===== config.mk =====
export PLATFORM = sky130hd
export DESIGN_NAME = uart_port_flat
export DESIGN_NICKNAME = d
export VERILOG_FILES = /design/src/rtl/uart_port_if.sv /design/src/rtl/uart_port.sv /design/src/flat_wrapper.sv
export SDC_FILE = /design/constraint.sdc
export NUM_CORES = 1
export LEC_CHECK = 0
export ABC_AREA = 1
export CORE_UTILIZATION = 61
export DETAILED_ROUTE_END_ITERATION = 6
export PLACE_DENSITY = 0.79
export SLEW_MARGIN = 0
export SYNTH_ARGS = -nofsm -noshare
export SYNTH_HDL_FRONTEND = slang
export SYNTH_SLANG_ARGS = --single-unit

===== constraint.sdc =====
create_clock -name clk -period 2.4 [get_ports clk]
set_input_delay 0.48 -clock clk [delete_from_list [all_inputs] [get_ports clk]]
set_output_delay 0.48 -clock clk [all_outputs]
set_load 0.05 [all_outputs]

===== src/rtl/uart_port_if.sv =====
// uart_port_if: CPU-side strobe interface of the j1 uart0 I/O slot.
//   uart0_wr    : one-cycle write strobe, pushes uart_w into the TX FIFO
//   uart_w      : TX byte, sampled with uart0_wr
//   uart0_rd    : one-cycle read strobe, consumes the held RX byte
//   uart0_valid : RX holding register full
//   uart0_data  : held RX byte
//   tx_full     : TX FIFO full
//   rx_err      : sticky framing/overrun flag
// master = CPU side, slave = UART side.
interface uart_port_if;
   logic       uart0_wr;
   logic [7:0] uart_w;
   logic       uart0_rd;
   logic       uart0_valid;
   logic [7:0] uart0_data;
   logic       tx_full;
   logic       rx_err;

   modport master (
      output uart0_wr, uart_w, uart0_rd,
      input  uart0_valid, uart0_data, tx_full, rx_err
   );

   modport slave (
      input  uart0_wr, uart_w, uart0_rd,
      output uart0_valid, uart0_data, tx_full, rx_err
   );
endinterface


===== src/rtl/uart_port.sv =====
// uart_port: 8N1 byte UART for the j1 I/O space.
// CPU writes are queued in a TX FIFO and serialised on uart_tx; frames on
// uart_rx are deserialised into a one-byte holding register.
// Ports:
//   clk     : single clock, rising edge
//   resetq  : asynchronous active-low reset
//   bus     : uart_port_if.slave (strobes, RX byte, status flags)
//   uart_tx : serial out, idle high, registered
//   uart_rx : serial in, asynchronous to clk
module uart_port #(
   parameter int CLKFREQ = 74250000,
   parameter int BAUD    = 115200,
   parameter int TXDEPTH = 16
) (
   input  logic       clk,
   input  logic       resetq,
   uart_port_if.slave bus,
   output logic       uart_tx,
   input  logic       uart_rx
);
   localparam int DIV = (CLKFREQ + BAUD / 2) / BAUD;
   localparam int CW  = $clog2(DIV + 1);
   localparam int AW  = $clog2(TXDEPTH);
   localparam logic [CW-1:0] DIV_C  = CW'(DIV);
   localparam logic [CW-1:0] HALF_C = CW'(DIV / 2);
   localparam logic [CW-1:0] ONE_C  = CW'(1);

   typedef enum logic [1:0] {S_IDLE = 2'd0, S_START = 2'd1, S_DATA = 2'd2, S_STOP = 2'd3} state_t;

   // Full when the wrap bits differ and the index bits match.
   function automatic logic full_f(input logic [AW:0] w, input logic [AW:0] r);
      return (w[AW] != r[AW]) && (w[AW-1:0] == r[AW-1:0]);
   endfunction

   // ---------------- TX FIFO ----------------
   logic [7:0]  mem_r [TXDEPTH];
   logic [AW:0] wr_ptr_r, rd_ptr_r, wr_ptr_s, rd_ptr_s;
   logic        push_s, pop_s, empty_s, tx_full_r;

   // Full is judged on pre-edge pointers, so a same-cycle pop never makes room.
   assign push_s   = bus.uart0_wr & ~full_f(wr_ptr_r, rd_ptr_r);
   assign empty_s  = (wr_ptr_r == rd_ptr_r);
   assign wr_ptr_s = wr_ptr_r + {{AW{1'b0}}, push_s};
   assign rd_ptr_s = rd_ptr_r + {{AW{1'b0}}, pop_s};

   // FIFO storage write port (data only, needs no reset)
   always_ff @(posedge clk) begin
      if (push_s) mem_r[wr_ptr_r[AW-1:0]] <= bus.uart_w;
   end

   // FIFO pointers and registered full flag
   always_ff @(posedge clk or negedge resetq) begin
      if (!resetq) begin
         wr_ptr_r  <= '0;
         rd_ptr_r  <= '0;
         tx_full_r <= 1'b0;
      end else begin
         wr_ptr_r  <= wr_ptr_s;
         rd_ptr_r  <= rd_ptr_s;
         tx_full_r <= full_f(wr_ptr_s, rd_ptr_s);
      end
   end

   // ---------------- TX FSM ----------------
   state_t        tx_state_r, tx_state_s;
   logic [CW-1:0] tx_cnt_r, tx_cnt_s;
   logic [2:0]    tx_bit_r, tx_bit_s;
   logic [7:0]    tx_sh_r, tx_sh_s;
   logic          tx_exp_s, tx_s, tx_r;

   assign tx_exp_s = (tx_cnt_r == ONE_C);

   // TX next state, shifter, bit counter, baud counter and FIFO pop
   always_comb begin
      tx_state_s = tx_state_r;
      tx_cnt_s   = tx_cnt_r - ONE_C;
      tx_bit_s   = tx_bit_r;
      tx_sh_s    = tx_sh_r;
      pop_s      = 1'b0;
      case (tx_state_r)
         S_IDLE: begin
            tx_cnt_s = DIV_C;
            if (!empty_s) begin
               pop_s      = 1'b1;
               tx_sh_s    = mem_r[rd_ptr_r[AW-1:0]];
               tx_state_s = S_START;
            end else begin
               tx_state_s = S_IDLE;
            end
         end
         S_START: begin
            if (tx_exp_s) begin
               tx_cnt_s   = DIV_C;
               tx_bit_s   = 3'd0;
               tx_state_s = S_DATA;
            end else begin
               tx_state_s = S_START;
            end
         end
         S_DATA: begin
            if (tx_exp_s) begin
               tx_cnt_s   = DIV_C;
               tx_sh_s    = {1'b0, tx_sh_r[7:1]};
               tx_bit_s   = tx_bit_r + 3'd1;
               tx_state_s = (tx_bit_r == 3'd7) ? S_STOP : S_DATA;
            end else begin
               tx_state_s = S_DATA;
            end
         end
         S_STOP: begin
            if (tx_exp_s) begin
               tx_cnt_s = DIV_C;
               // Pending byte goes straight to START so frames abut.
               if (!empty_s) begin
                  pop_s      = 1'b1;
                  tx_sh_s    = mem_r[rd_ptr_r[AW-1:0]];
                  tx_state_s = S_START;
               end else begin
                  tx_state_s = S_IDLE;
               end
            end else begin
               tx_state_s = S_STOP;
            end
         end
         default: tx_state_s = S_IDLE;
      endcase
   end

   // Line level for the current TX state; registered one edge later.
   assign tx_s = (tx_state_r == S_START) ? 1'b0 :
                 (tx_state_r == S_DATA)  ? tx_sh_r[0] : 1'b1;

   // TX state and output registers
   always_ff @(posedge clk or negedge resetq) begin
      if (!resetq) begin
         tx_state_r <= S_IDLE;
         tx_cnt_r   <= DIV_C;
         tx_bit_r   <= 3'd0;
         tx_sh_r    <= 8'd0;
         tx_r       <= 1'b1;
      end else begin
         tx_state_r <= tx_state_s;
         tx_cnt_r   <= tx_cnt_s;
         tx_bit_r   <= tx_bit_s;
         tx_sh_r    <= tx_sh_s;
         tx_r       <= tx_s;
      end
   end

   // ---------------- RX ----------------
   logic          rx_sync_r, rxs_r;
   state_t        rx_state_r, rx_state_s;
   logic [CW-1:0] rx_cnt_r, rx_cnt_s;
   logic [2:0]    rx_bit_r, rx_bit_s;
   logic [7:0]    rx_sh_r, rx_sh_s, data_r;
   logic          rx_exp_s, stop_s, load_s, ovr_s, ferr_s, clr_s, valid_r, err_r;

   assign rx_exp_s = (rx_cnt_r == ONE_C);

   // RX next state; the START check at half a bit rejects short glitches
   always_comb begin
      rx_state_s = rx_state_r;
      rx_cnt_s   = rx_cnt_r - ONE_C;
      rx_bit_s   = rx_bit_r;
      rx_sh_s    = rx_sh_r;
      stop_s     = 1'b0;
      case (rx_state_r)
         S_IDLE: begin
            rx_cnt_s   = HALF_C;
            rx_state_s = rxs_r ? S_IDLE : S_START;
         end
         S_START: begin
            if (rx_exp_s) begin
               rx_cnt_s   = DIV_C;
               rx_bit_s   = 3'd0;
               rx_state_s = rxs_r ? S_IDLE : S_DATA;
            end else begin
               rx_state_s = S_START;
            end
         end
         S_DATA: begin
            if (rx_exp_s) begin
               rx_cnt_s   = DIV_C;
               rx_sh_s    = {rxs_r, rx_sh_r[7:1]};
               rx_bit_s   = rx_bit_r + 3'd1;
               rx_state_s = (rx_bit_r == 3'd7) ? S_STOP : S_DATA;
            end else begin
               rx_state_s = S_DATA;
            end
         end
         S_STOP: begin
            // Back to IDLE at mid-stop so the next start bit is caught early.
            if (rx_exp_s) begin
               stop_s     = 1'b1;
               rx_state_s = S_IDLE;
            end else begin
               rx_state_s = S_STOP;
            end
         end
         default: rx_state_s = S_IDLE;
      endcase
   end

   // Frame completion: a read in the same cycle frees the holding register.
   assign ferr_s = stop_s & ~rxs_r;
   assign load_s = stop_s & rxs_r & (~valid_r | bus.uart0_rd);
   assign ovr_s  = stop_s & rxs_r & valid_r & ~bus.uart0_rd;
   assign clr_s  = bus.uart0_rd & valid_r;

   // RX synchroniser, FSM and holding register
   always_ff @(posedge clk or negedge resetq) begin
      if (!resetq) begin
         rx_sync_r  <= 1'b1;
         rxs_r      <= 1'b1;
         rx_state_r <= S_IDLE;
         rx_cnt_r   <= HALF_C;
         rx_bit_r   <= 3'd0;
         rx_sh_r    <= 8'd0;
         data_r     <= 8'd0;
         valid_r    <= 1'b0;
         err_r      <= 1'b0;
      end else begin
         rx_sync_r  <= uart_rx;
         rxs_r      <= rx_sync_r;
         rx_state_r <= rx_state_s;
         rx_cnt_r   <= rx_cnt_s;
         rx_bit_r   <= rx_bit_s;
         rx_sh_r    <= rx_sh_s;
         data_r     <= load_s ? rx_sh_r : data_r;
         valid_r    <= load_s | (valid_r & ~clr_s);
         err_r      <= ferr_s | ovr_s | (err_r & ~clr_s);
      end
   end

   assign uart_tx         = tx_r;
   assign bus.uart0_valid = valid_r;
   assign bus.uart0_data  = data_r;
   assign bus.tx_full     = tx_full_r;
   assign bus.rx_err      = err_r;
endmodule


===== src/flat_wrapper.sv =====
// flat-port wrapper written by rule: the top's interface ports become plain ports
module uart_port_flat 
#(
   parameter int CLKFREQ = 74250000,
   parameter int BAUD    = 115200,
   parameter int TXDEPTH = 16
)
  (clk, resetq, uart_tx, uart_rx, bus_uart0_wr, bus_uart_w, bus_uart0_rd, bus_uart0_valid, bus_uart0_data, bus_tx_full, bus_rx_err);
  uart_port_if bus_i ();
  input  logic clk;
  input  logic resetq;
  output logic uart_tx;
  input  logic uart_rx;
  input wire logic [$bits(bus_i.uart0_wr)-1:0] bus_uart0_wr;
  input wire logic [$bits(bus_i.uart_w)-1:0] bus_uart_w;
  input wire logic [$bits(bus_i.uart0_rd)-1:0] bus_uart0_rd;
  output wire logic [$bits(bus_i.uart0_valid)-1:0] bus_uart0_valid;
  output wire logic [$bits(bus_i.uart0_data)-1:0] bus_uart0_data;
  output wire logic [$bits(bus_i.tx_full)-1:0] bus_tx_full;
  output wire logic [$bits(bus_i.rx_err)-1:0] bus_rx_err;
  assign bus_i.uart0_wr = bus_uart0_wr;
  assign bus_i.uart_w = bus_uart_w;
  assign bus_i.uart0_rd = bus_uart0_rd;
  assign bus_uart0_valid = bus_i.uart0_valid;
  assign bus_uart0_data = bus_i.uart0_data;
  assign bus_tx_full = bus_i.tx_full;
  assign bus_rx_err = bus_i.rx_err;
  uart_port #(.CLKFREQ(CLKFREQ), .BAUD(BAUD), .TXDEPTH(TXDEPTH)) u_core (.clk(clk), .resetq(resetq), .bus(bus_i), .uart_tx(uart_tx), .uart_rx(uart_rx));
endmodule

==> flow_metrics.env, run 1 <==
export IMPL_grt_max_degree=79
export IMPL_syn_inst=923
export IMPL_rsz0062_at_grt="yes"
export IMPL_rr_endpoint="u_core.bus.tx_full"
export IMPL_synth_edff_count=128
export IMPL_drt_iter0_drc=470
export IMPL_core_area_mm2=0.0140
export IMPL_first_pass_iters=5
export IMPL_dp_cells=1131
export IMPL_place_area_mm2=0.00946
export IMPL_worst_r2r_path_depth=12
export IMPL_cts_tree="built"
export IMPL_instances_no_fill=1163
export IMPL_grt_pass1_vias=5951
export IMPL_ant_nets=0
export IMPL_setup_ws_ns=-0.124
export IMPL_ys_seq_area_share_pct=62.9
export IMPL_ys_top_cells_by_area="edfxtp_1, dfrtp_1, nand2_1"
export IMPL_drc=0
export IMPL_drive_above_1_share_pct=10.4
export IMPL_start_util_pct=63.5
export IMPL_fp_row_count=43
export IMPL_violations="setup timing"
export IMPL_numPortBuffers=24
export IMPL_die_x_um=123
export IMPL_relSlewSlack_pct=45.7
export IMPL_antenna_found_initial=0
export IMPL_drt_wl_total_um=18000
export IMPL_nets=1006
export IMPL_routedWlPerCell_um=15.5
export IMPL_track_usage_pct=26.4
export IMPL_drv_slew=0
export IMPL_synth_ff_latch_count=198
export IMPL_run_status="complete, but fails checks"
export IMPL_cts_buffer_depth=2
export IMPL_period_needed_ns=2.52
export IMPL_switching_share_pct=23.2
export IMPL_finalCritPeriodShare_pct=105
export IMPL_ios=25
export IMPL_grt_pass1_wl_um=29300
export IMPL_netlist_area_mm2=0.00891
export IMPL_power_per_cell_area_mw_per_mm2=755
export IMPL_die_area_mm2=0.0151
export IMPL_yosysWarnings=0
export IMPL_clk_pin_slew_ns=0.07
export IMPL_fp_dieH_um=123
export IMPL_diodes=0
export IMPL_crit_required_ns=2.77
export IMPL_async_flop_share_pct=35.4
export IMPL_synth_largest_area_cell="edfxtp_1"
export IMPL_clock_latency_ns=0.43
export IMPL_r2r_start="u_core.tx_cnt_r[0]"
export IMPL_ir_worst_vdd_uv=505
export IMPL_worstMarginPinSlew_ns=0.815
export IMPL_grt_ovfl_total=0
export IMPL_cts_sinks=198
export IMPL_p_sw_mw=1.78
export IMPL_min_path_type="primary input to asynchronous set/reset pin"
export IMPL_crit_path_end_kind="register"
export IMPL_power_total_mw=7.66
export IMPL_hold_viol=0
export IMPL_num_vias=6152
export IMPL_synth_top_area_share_pct=43.1
export IMPL_syn_avg_cell_area_um2=9.66
export IMPL_clock_power_share_pct=37.6
export IMPL_r2r_slack_ns=-0.12
export IMPL_dp_hpwl_um=11300
export IMPL_cts_root_buf="clkbuf_16"
export IMPL_critPathLaunchType="register"
export IMPL_final_common_cell="nand2_1"
export IMPL_fmax_mhz=396
export IMPL_layout_common_cells="nand2_1, edfxtp_1, inv_1"
export IMPL_pwr_share_seq_pct=52.4
export IMPL_cp_arrival_ns=2.89
export IMPL_cts_buffers=17
export IMPL_p_int_mw=5.88
export IMPL_leakagePower_nw=4.58
export IMPL_stdcell_area_mm2=0.0102
export IMPL_finalClockSkew_ns=0.00468
export IMPL_cts_max_level=4
export IMPL_ys_flop_type="edfxtp_1"
export IMPL_avgViaCountPerCell=5.29
export IMPL_syn_nets=958
export IMPL_gp_congestion=0.834
export IMPL_setup_viol=1
export IMPL_crit_type="register to register"
export IMPL_p_comb_share_pct=10.0
export IMPL_yosysUniqueCellTypes=30
export IMPL_syn_to_final_growth_pct=13.9
export IMPL_cap_violations=0
export IMPL_cp_max_fo=2
[metrics by stage]
step,TNS [ns],util (%),setup WS [ns],hold slack (ns)
after floorplan,0,-,0.196,0.184
after global placement,-0.0352,67.4,-0.0352,0.347
after detailed placement,-0.122,67.4,-0.122,0.353
after CTS,-0.0393,71.7,-0.0393,0.0755
after global routing,-0.317,72.3,-0.317,0.118
final,-0.124,72.3,-0.124,0.0708
[power groups by stage]
stage,clock network [mW],logic (mW),registers (mW)
final,2.88,0.767,4.01
after global routing,3.05,0.861,4.03
after CTS,2.91,0.769,4.01
after detailed placement,0,0.763,4.08
after global placement,0,0.744,4.07
after floorplan,0,0.450,4.06
[synth_stat cells (3+ instances only)]
cell type	number
xor2_1	17
o21ai_0	22
o21ai_2	5
buf_2	11
nor2_2	4
o21ai_1	3
nand3_1	76
xnor2_1	6
inv_1	103
dfrtp_1	60
ha_1	22
edfxtp_1	128
dfstp_2	10
a21oi_1	11
nand4_1	4
nor2_1	86
clkbuf_1	7
nand2_1	320
inv_2	7
nand2_2	3
buf_4	6
[state kept, by name, indices dropped and copies added, names as in the netlist, 3 cells and up]
| signal | count |
|---|---|
| u_core.bus.uart0_data | 8 |
| u_core.mem_r | 128 |
| u_core.rd_ptr_r | 5 |
| u_core.rx_bit_r | 3 |
| u_core.rx_cnt_r | 10 |
| u_core.rx_sh_r | 8 |
| u_core.tx_bit_r | 3 |
| u_core.tx_cnt_r | 10 |
| u_core.tx_sh_r | 8 |
| u_core.wr_ptr_r | 5 |
[critical path, stage by stage, from the launching register on]
cell and delay, ns:
dfstp_2 0.55, ha_4 0.15, nand3_4 0.08, nor4_4 0.32
nand3_2 0.12, a21oi_2 0.17, ha_2 0.22, ha_4 0.16
nand3_4 0.08, xnor2_2 0.21, xor2_1 0.18, nand2_1 0.08
nor2_1 0.10
[layer usage]
metal	vias to the layer above	GRT usage (%)	wire, um
li1	3031	-	-
met1	2888	35.1	7600
met2	204	43.8	8950
met3	29	4.09	1060
met4	0	10.6	368
met5	-	0	0
[kinds of logic (layout without fill, tap and decap cells)]
| logic type | after synthesis | in the layout | share of synthesized area, % |
|---|---|---|---|
| and+or+nand+nor | 500 | 500 | 22.8 |
| DFF | 198 | 198 | 62.9 |
| buffers and inverters | 137 | 197 | 6.26 |
| AOI/OAI and AO/OA | 43 | 43 | 2.67 |
| xor gates and xnor gates | 23 | 23 | 2.26 |
| adders and majority gates | 22 | 22 | 3.09 |
[worst max path at each step]
stage	startpoint	to	slack, ns	cells after the start
floorplan	u_core.tx_cnt_r[0]	u_core.bus.tx_full	0.20	12
global placement	u_core.tx_cnt_r[0]	u_core.bus.tx_full	-0.04	12
detailed placement	u_core.tx_cnt_r[0]	u_core.bus.tx_full	-0.12	12
CTS	u_core.tx_cnt_r[0]	u_core.bus.tx_full	-0.04	12
global route	u_core.tx_cnt_r[0]	u_core.bus.tx_full	-0.32	12
finish	u_core.tx_cnt_r[0]	u_core.bus.tx_full	-0.12	12
[repair_timing]
action,CTS,global route
hold buffers,0,0
setup buffers,0,1
resized for setup,3,13
endpoints found under the setup margin,1,1
hold endpoints to repair,0,0
gates cloned,0,0
pin swaps,0,8
[area by class of cell]
| cell class | count | area [um^2] |
|---|---|---|
| clock buffers | 19 | 433 |
| clock inverters | 12 | 160 |
| fillers | 956 | 3890 |
| inverters | 110 | 413 |
| multi-input cells | 588 | 2840 |
| flip-flops and latches | 198 | 5610 |
| well taps | 180 | 225 |
| repair buffers | 56 | 475 |
(Power assumes the default switching activity.)
==> inputs of run 2 (changes only) <==
--- a/config.mk
+++ b/config.mk
@@ -8,6 +8,7 @@
 export ABC_AREA = 1
 export CORE_UTILIZATION = 61
 export DETAILED_ROUTE_END_ITERATION = 6
+export GPL_TIMING_DRIVEN = 0
 export PLACE_DENSITY = 0.79
 export SLEW_MARGIN = 0
 export SYNTH_ARGS = -nofsm -noshare
==> flow_metrics.env, run 2 (synthesized netlist as in run 1, its figures left out) <==
export IMPL_ctsHoldBuffers=0
export IMPL_rr_endpoint="u_core.mem_r[6][5]"
export IMPL_r2r_start="u_core.rd_ptr_r[1]"
export IMPL_clk_pin_slew_ns=0.07
export IMPL_first_pass_iters=5
export IMPL_violations="setup timing"
export IMPL_antenna_found_initial=0
export IMPL_ios=25
export IMPL_drv_slew=0
export IMPL_critPathLaunchType="register"
export IMPL_drt_iter0_drc=603
export IMPL_core_area_mm2=0.0140
export IMPL_layout_common_cells="nand2_1, edfxtp_1, inv_1"
export IMPL_r2r_slack_ns=-0.05
export IMPL_worstMarginPinSlew_ns=0.878
export IMPL_grt_ovfl_total=0
export IMPL_cts_buffers=17
export IMPL_die_area_mm2=0.0151
export IMPL_cts_tree="built"
export IMPL_leakagePower_nw=4.60
export IMPL_syn_to_final_growth_pct=15.2
export IMPL_cts_max_level=4
export IMPL_fp_dieH_um=123
export IMPL_routedWlPerCell_um=17.0
export IMPL_grt_pass1_vias=6056
export IMPL_period_needed_ns=2.45
export IMPL_numPortBuffers=24
export IMPL_min_path_type="primary input to asynchronous set/reset pin"
export IMPL_ir_worst_vdd_uv=767
export IMPL_num_vias=6478
export IMPL_crit_required_ns=2.47
export IMPL_diodes=0
export IMPL_fp_row_count=43
export IMPL_crit_type="register to register"
export IMPL_cts_buffer_depth=2
export IMPL_drive_above_1_share_pct=12.6
export IMPL_dp_hpwl_um=12400
export IMPL_grt_max_degree=71
export IMPL_finalCritPeriodShare_pct=102
export IMPL_cp_max_fo=10
export IMPL_rsz0062_at_grt="yes"
export IMPL_hold_viol=0
export IMPL_cp_arrival_ns=2.52
export IMPL_cts_sinks=198
export IMPL_relSlewSlack_pct=41.4
export IMPL_whs_ns=0.142
export IMPL_gp_congestion=0.882
export IMPL_largest_register_ffs=128
export IMPL_place_area_mm2=0.00938
export IMPL_cap_violations=0
export IMPL_cts_root_buf="clkbuf_16"
export IMPL_drc=0
export IMPL_crit_path_end_kind="register"
export IMPL_run_status="complete, but fails checks"
export IMPL_setup_viol=17
export IMPL_final_common_cell="nand2_1"
export IMPL_grt_pass1_wl_um=30800
export IMPL_drt_wl_total_um=19900
export IMPL_stdcell_area_mm2=0.0103
export IMPL_avgViaCountPerCell=5.52
export IMPL_fmax_mhz=408
export IMPL_worst_r2r_path_depth=9
export IMPL_nets=1015
export IMPL_clock_latency_ns=0.45
export IMPL_start_util_pct=63.5
export IMPL_die_x_um=123
export IMPL_track_usage_pct=28.2
export IMPL_finalClockSkew_ns=0.0150
export IMPL_power_per_cell_area_mw_per_mm2=747
export IMPL_ant_nets=0
export IMPL_setup_ws_ns=-0.0515
[run 2: critical path, stage by stage (launching register included)]
cell     delay (ns)
dfrtp_2        0.48
inv_2          0.21
nand2_1        0.09
nand2_1        0.09
nor2_2         0.05
nand2_1        0.07
o21ai_2        0.06
inv_2          0.10
nand3_1        0.21
nor2_1         0.71
[run 2: power breakdown]
part / switching [mW] / internal [mW] / leakage [nW] / total (mW)
logic: 0.568 / 0.208 / 2.27 / 0.776
clock network: 1.38 / 1.51 / 0.300 / 2.89
registers: 0.0916 / 3.92 / 2.04 / 4.01
total: 2.04 / 5.64 / 4.60 / 7.67
[run 2: worst max-delay path by stage]
stage                        from                  to  depth (start not counted)
3_5_place_dp   u_core.tx_cnt_r[0]  u_core.bus.tx_full                         12
6_report       u_core.rd_ptr_r[1]  u_core.mem_r[6][5]                          9
2_1_floorplan  u_core.tx_cnt_r[0]  u_core.bus.tx_full                         12
5_1_grt        u_core.rd_ptr_r[1]  u_core.bus.tx_full                         14
4_1_cts        u_core.tx_cnt_r[0]  u_core.bus.tx_full                         12
3_3_place_gp               resetq  u_core.rx_cnt_r[5]                          1
[run 2: timing repair]
action                                  in CTS  in global routing
pin swaps                                    9                 11
gates resized for setup                     16                 27
endpoints found under the hold margin        0                  0
endpoints found under the setup margin      33                121
cloned                                       0                  0
setup buffers                                3                 11
[run 2: layer usage]
layer / vias to the layer above / GRT usage (%) / routed length [um]
met5: - / 0 / 0
met4: 0 / 12.0 / 606
met3: 58 / 5.90 / 1680
met2: 306 / 44.5 / 9670
met1: 3062 / 38.0 / 7970
li1: 3052 / - / -
[run 2: stage by stage]
step | TNS [ns] | worst slack [ns] | power (mW) | util [%] | instances
floorplan | 0 | 0.196 | 4.51 | - | 923
global placement | -96.76 | -1.50 | 4.75 | 66.8 | 1127
detailed placement | -0.505 | -0.180 | 4.77 | 66.8 | 1127
CTS | -0.0469 | -0.0469 | 7.58 | 71.8 | 1162
global route | -4.44 | -0.192 | 7.92 | 73.1 | 1173
finish | -0.674 | -0.0515 | 7.67 | 73.1 | 1173
[run 2: layout make-up]
cell class	instances	area [um^2]
plain buffers	27	165
clock buffers	18	439
clock inverters	14	161
fillers	915	3780
inverters	110	415
multi-input cells	588	2910
flip-flops and latches	198	5610
well taps	180	225
repair buffers	38	343
==> inputs of run 3 (changes only) <==
--- a/config.mk
+++ b/config.mk
@@ -8,8 +8,8 @@
 export ABC_AREA = 1
 export CORE_UTILIZATION = 61
 export DETAILED_ROUTE_END_ITERATION = 6
-export GPL_TIMING_DRIVEN = 0
-export PLACE_DENSITY = 0.79
+export GPL_TIMING_DRIVEN = 1
+export PLACE_DENSITY_LB_ADDON = 0.12
 export SLEW_MARGIN = 0
 export SYNTH_ARGS = -nofsm -noshare
 export SYNTH_HDL_FRONTEND = slang
==> flow_metrics.env, run 3 (synthesized netlist as in run 1, its figures left out) <==
export IMPL_start_util_pct=63.5
export IMPL_worstPathCellList="inv_2 -> nand2_1 -> nand2_1 -> nor2_1 -> nand2_1 -> o21ai_1 -> inv_2 -> ha_1 -> ha_1 -> xor2_1 -> xor2_1 -> nor3_1 -> nand2_1 -> nor2_1"
export IMPL_relSlewSlack_pct=53.9
export IMPL_cpMostUsedCell="nand2_1"
export IMPL_drt_iter0_drc=536
export IMPL_dp_hpwl_um=12100
export IMPL_leakagePower_nw=4.56
export IMPL_largest_register_ffs=128
export IMPL_die_area_mm2=0.0151
export IMPL_setup_viol=0
export IMPL_final_common_cell="nand2_1"
export IMPL_hold_viol=0
export IMPL_grt_pass1_wl_um=30100
export IMPL_routedWlPerCell_um=16.2
export IMPL_slowest_delay_ns=0.51
export IMPL_clock_latency_ns=0.43
export IMPL_syn_to_final_growth_pct=13.5
export IMPL_power_per_cell_area_mw_per_mm2=735
export IMPL_track_usage_pct=27.1
export IMPL_grt_pass1_vias=6241
export IMPL_crit_path_end_kind="register"
export IMPL_cts_root_buf="clkbuf_16"
export IMPL_run_status="completed"
export IMPL_period_needed_ns=2.38
export IMPL_whs_ns=0.0603
export IMPL_cts_max_level=4
export IMPL_drive_above_1_share_pct=10.8
export IMPL_cts_sinks=198
export IMPL_fmax_mhz=421
export IMPL_cts_buffers=17
export IMPL_cp_slowest_cell="dfrtp_2"
export IMPL_fp_dieH_um=123
export IMPL_rsz0062_at_grt="yes"
export IMPL_grt_ovfl_total=0
export IMPL_clk_pin_slew_ns=0.07
export IMPL_core_area_mm2=0.0140
export IMPL_numPortBuffers=24
export IMPL_die_x_um=123
export IMPL_crit_type="register to register"
export IMPL_min_path_type="primary input to asynchronous set/reset pin"
export IMPL_finalClockSkew_ns=0.0119
export IMPL_cp_max_fo=7
export IMPL_critPathTopFamily="simple AND/OR/NAND/NOR gates"
export IMPL_diodes=0
export IMPL_drc=0
export IMPL_layout_common_cells="nand2_1, edfxtp_1, inv_1"
export IMPL_worstMarginPinSlew_ns=0.689
export IMPL_fp_row_count=43
export IMPL_ir_worst_vdd_uv=516
export IMPL_antenna_found_initial=0
export IMPL_num_vias=6244
export IMPL_first_pass_iters=5
export IMPL_setup_tns_ns=0
export IMPL_crit_required_ns=2.76
export IMPL_power_total_mw=7.44
export IMPL_ios=25
export IMPL_cap_violations=0
export IMPL_gp_congestion=0.895
export IMPL_ant_nets=0
export IMPL_finalCritPeriodShare_pct=99.0
export IMPL_drt_wl_total_um=18900
export IMPL_cp_arrival_ns=2.74
export IMPL_fillers=957
export IMPL_cts_buffer_depth=2
export IMPL_nets=1005
export IMPL_grt_max_degree=71
export IMPL_avgViaCountPerCell=5.37
export IMPL_crit_buf_inv=2
export IMPL_critPathLaunchType="register"
export IMPL_drv_slew=0
export IMPL_cts_tree="built"
-- run 3: cell types whose count changed in the layout (fill, tap and decap cells not counted), sizes merged --
cell / previous run / this run
clkinv: 5 / 4
clkbuf: 25 / 23
inv: 118 / 114
bufinv: 1 / 0
buf: 35 / 32
clkinvlp: 0 / 1
-- run 3: where the power goes --
part,internal [mW],switching [mW]
Sequential,3.92,0.105
Clock,1.42,1.22
Combinational,0.239,0.533
-- run 3: worst paths after layout --
path / cells past startpoint / slack, ns / endpoint / start
min in group clk: 0 / 0.36 / u_core.rxs_r / u_core.rx_sync_r
min: 2 / 0.06 / u_core.tx_bit_r[2] / resetq
max reg2reg: 14 / 0.02 / u_core.bus.tx_full / u_core.rd_ptr_r[2]
min reg2reg: 0 / 0.36 / u_core.rxs_r / u_core.rx_sync_r
max: 14 / 0.02 / u_core.bus.tx_full / u_core.rd_ptr_r[2]
max in group asynchronous: 2 / 1.98 / u_core.rx_cnt_r[6] / resetq
-- run 3: per-stage QoR --
| stage | cells | util, % | setup WS (ns) | area (um^2) |
|---|---|---|---|---|
| 2_1_floorplan | 923 | - | 0.196 | 8910 |
| 3_3_place_gp | 1128 | 67.3 | -0.0177 | 9450 |
| 3_5_place_dp | 1128 | 67.3 | -0.179 | 9450 |
| 4_1_cts | 1162 | 71.9 | -0.0723 | 10100 |
| 5_1_grt | 1163 | 72.1 | -0.135 | 10100 |
| 6_report | 1163 | 72.1 | 0.0245 | 10100 |
-- run 3: repair_timing --
action	in CTS	in global routing
setup endpoints to repair	1	2
resized for setup	13	4
setup buffers	2	1
cloned	0	0
hold buffers	0	0
pin swaps	7	5
-- run 3: area by class of cell --
class,count,area [um^2],share of cell area (%)
Clock buffer,23,478,4.72
Timing Repair Buffer,55,480,4.75
Tap cell,180,225,2.23
Sequential cell,198,5610,55.5
Clock inverter,9,66.3,0.655
Multi-Input combinational cell,588,2850,28.1
Inverter,110,413,4.08
-- run 3: metal layers --
layer,track usage [%],wire (um),vias to the layer above
met5,0,0,-
met4,11.9,501,0
met3,5.95,1240,41
met2,45.3,9430,194
met1,33.9,7710,2981
li1,-,-,3028
-- run 3: worst register-to-register path, cell delays in order (launching register included) --
cell     delay [ns]
dfrtp_2        0.51
inv_2          0.07
nand2_1        0.07
nand2_1        0.08
nor2_1         0.17
nand2_1        0.07
o21ai_1        0.14
inv_2          0.08
ha_1           0.21
ha_1           0.21
xor2_1         0.25
xor2_1         0.12
nor3_1         0.16
nand2_1        0.08
nor2_1         0.08
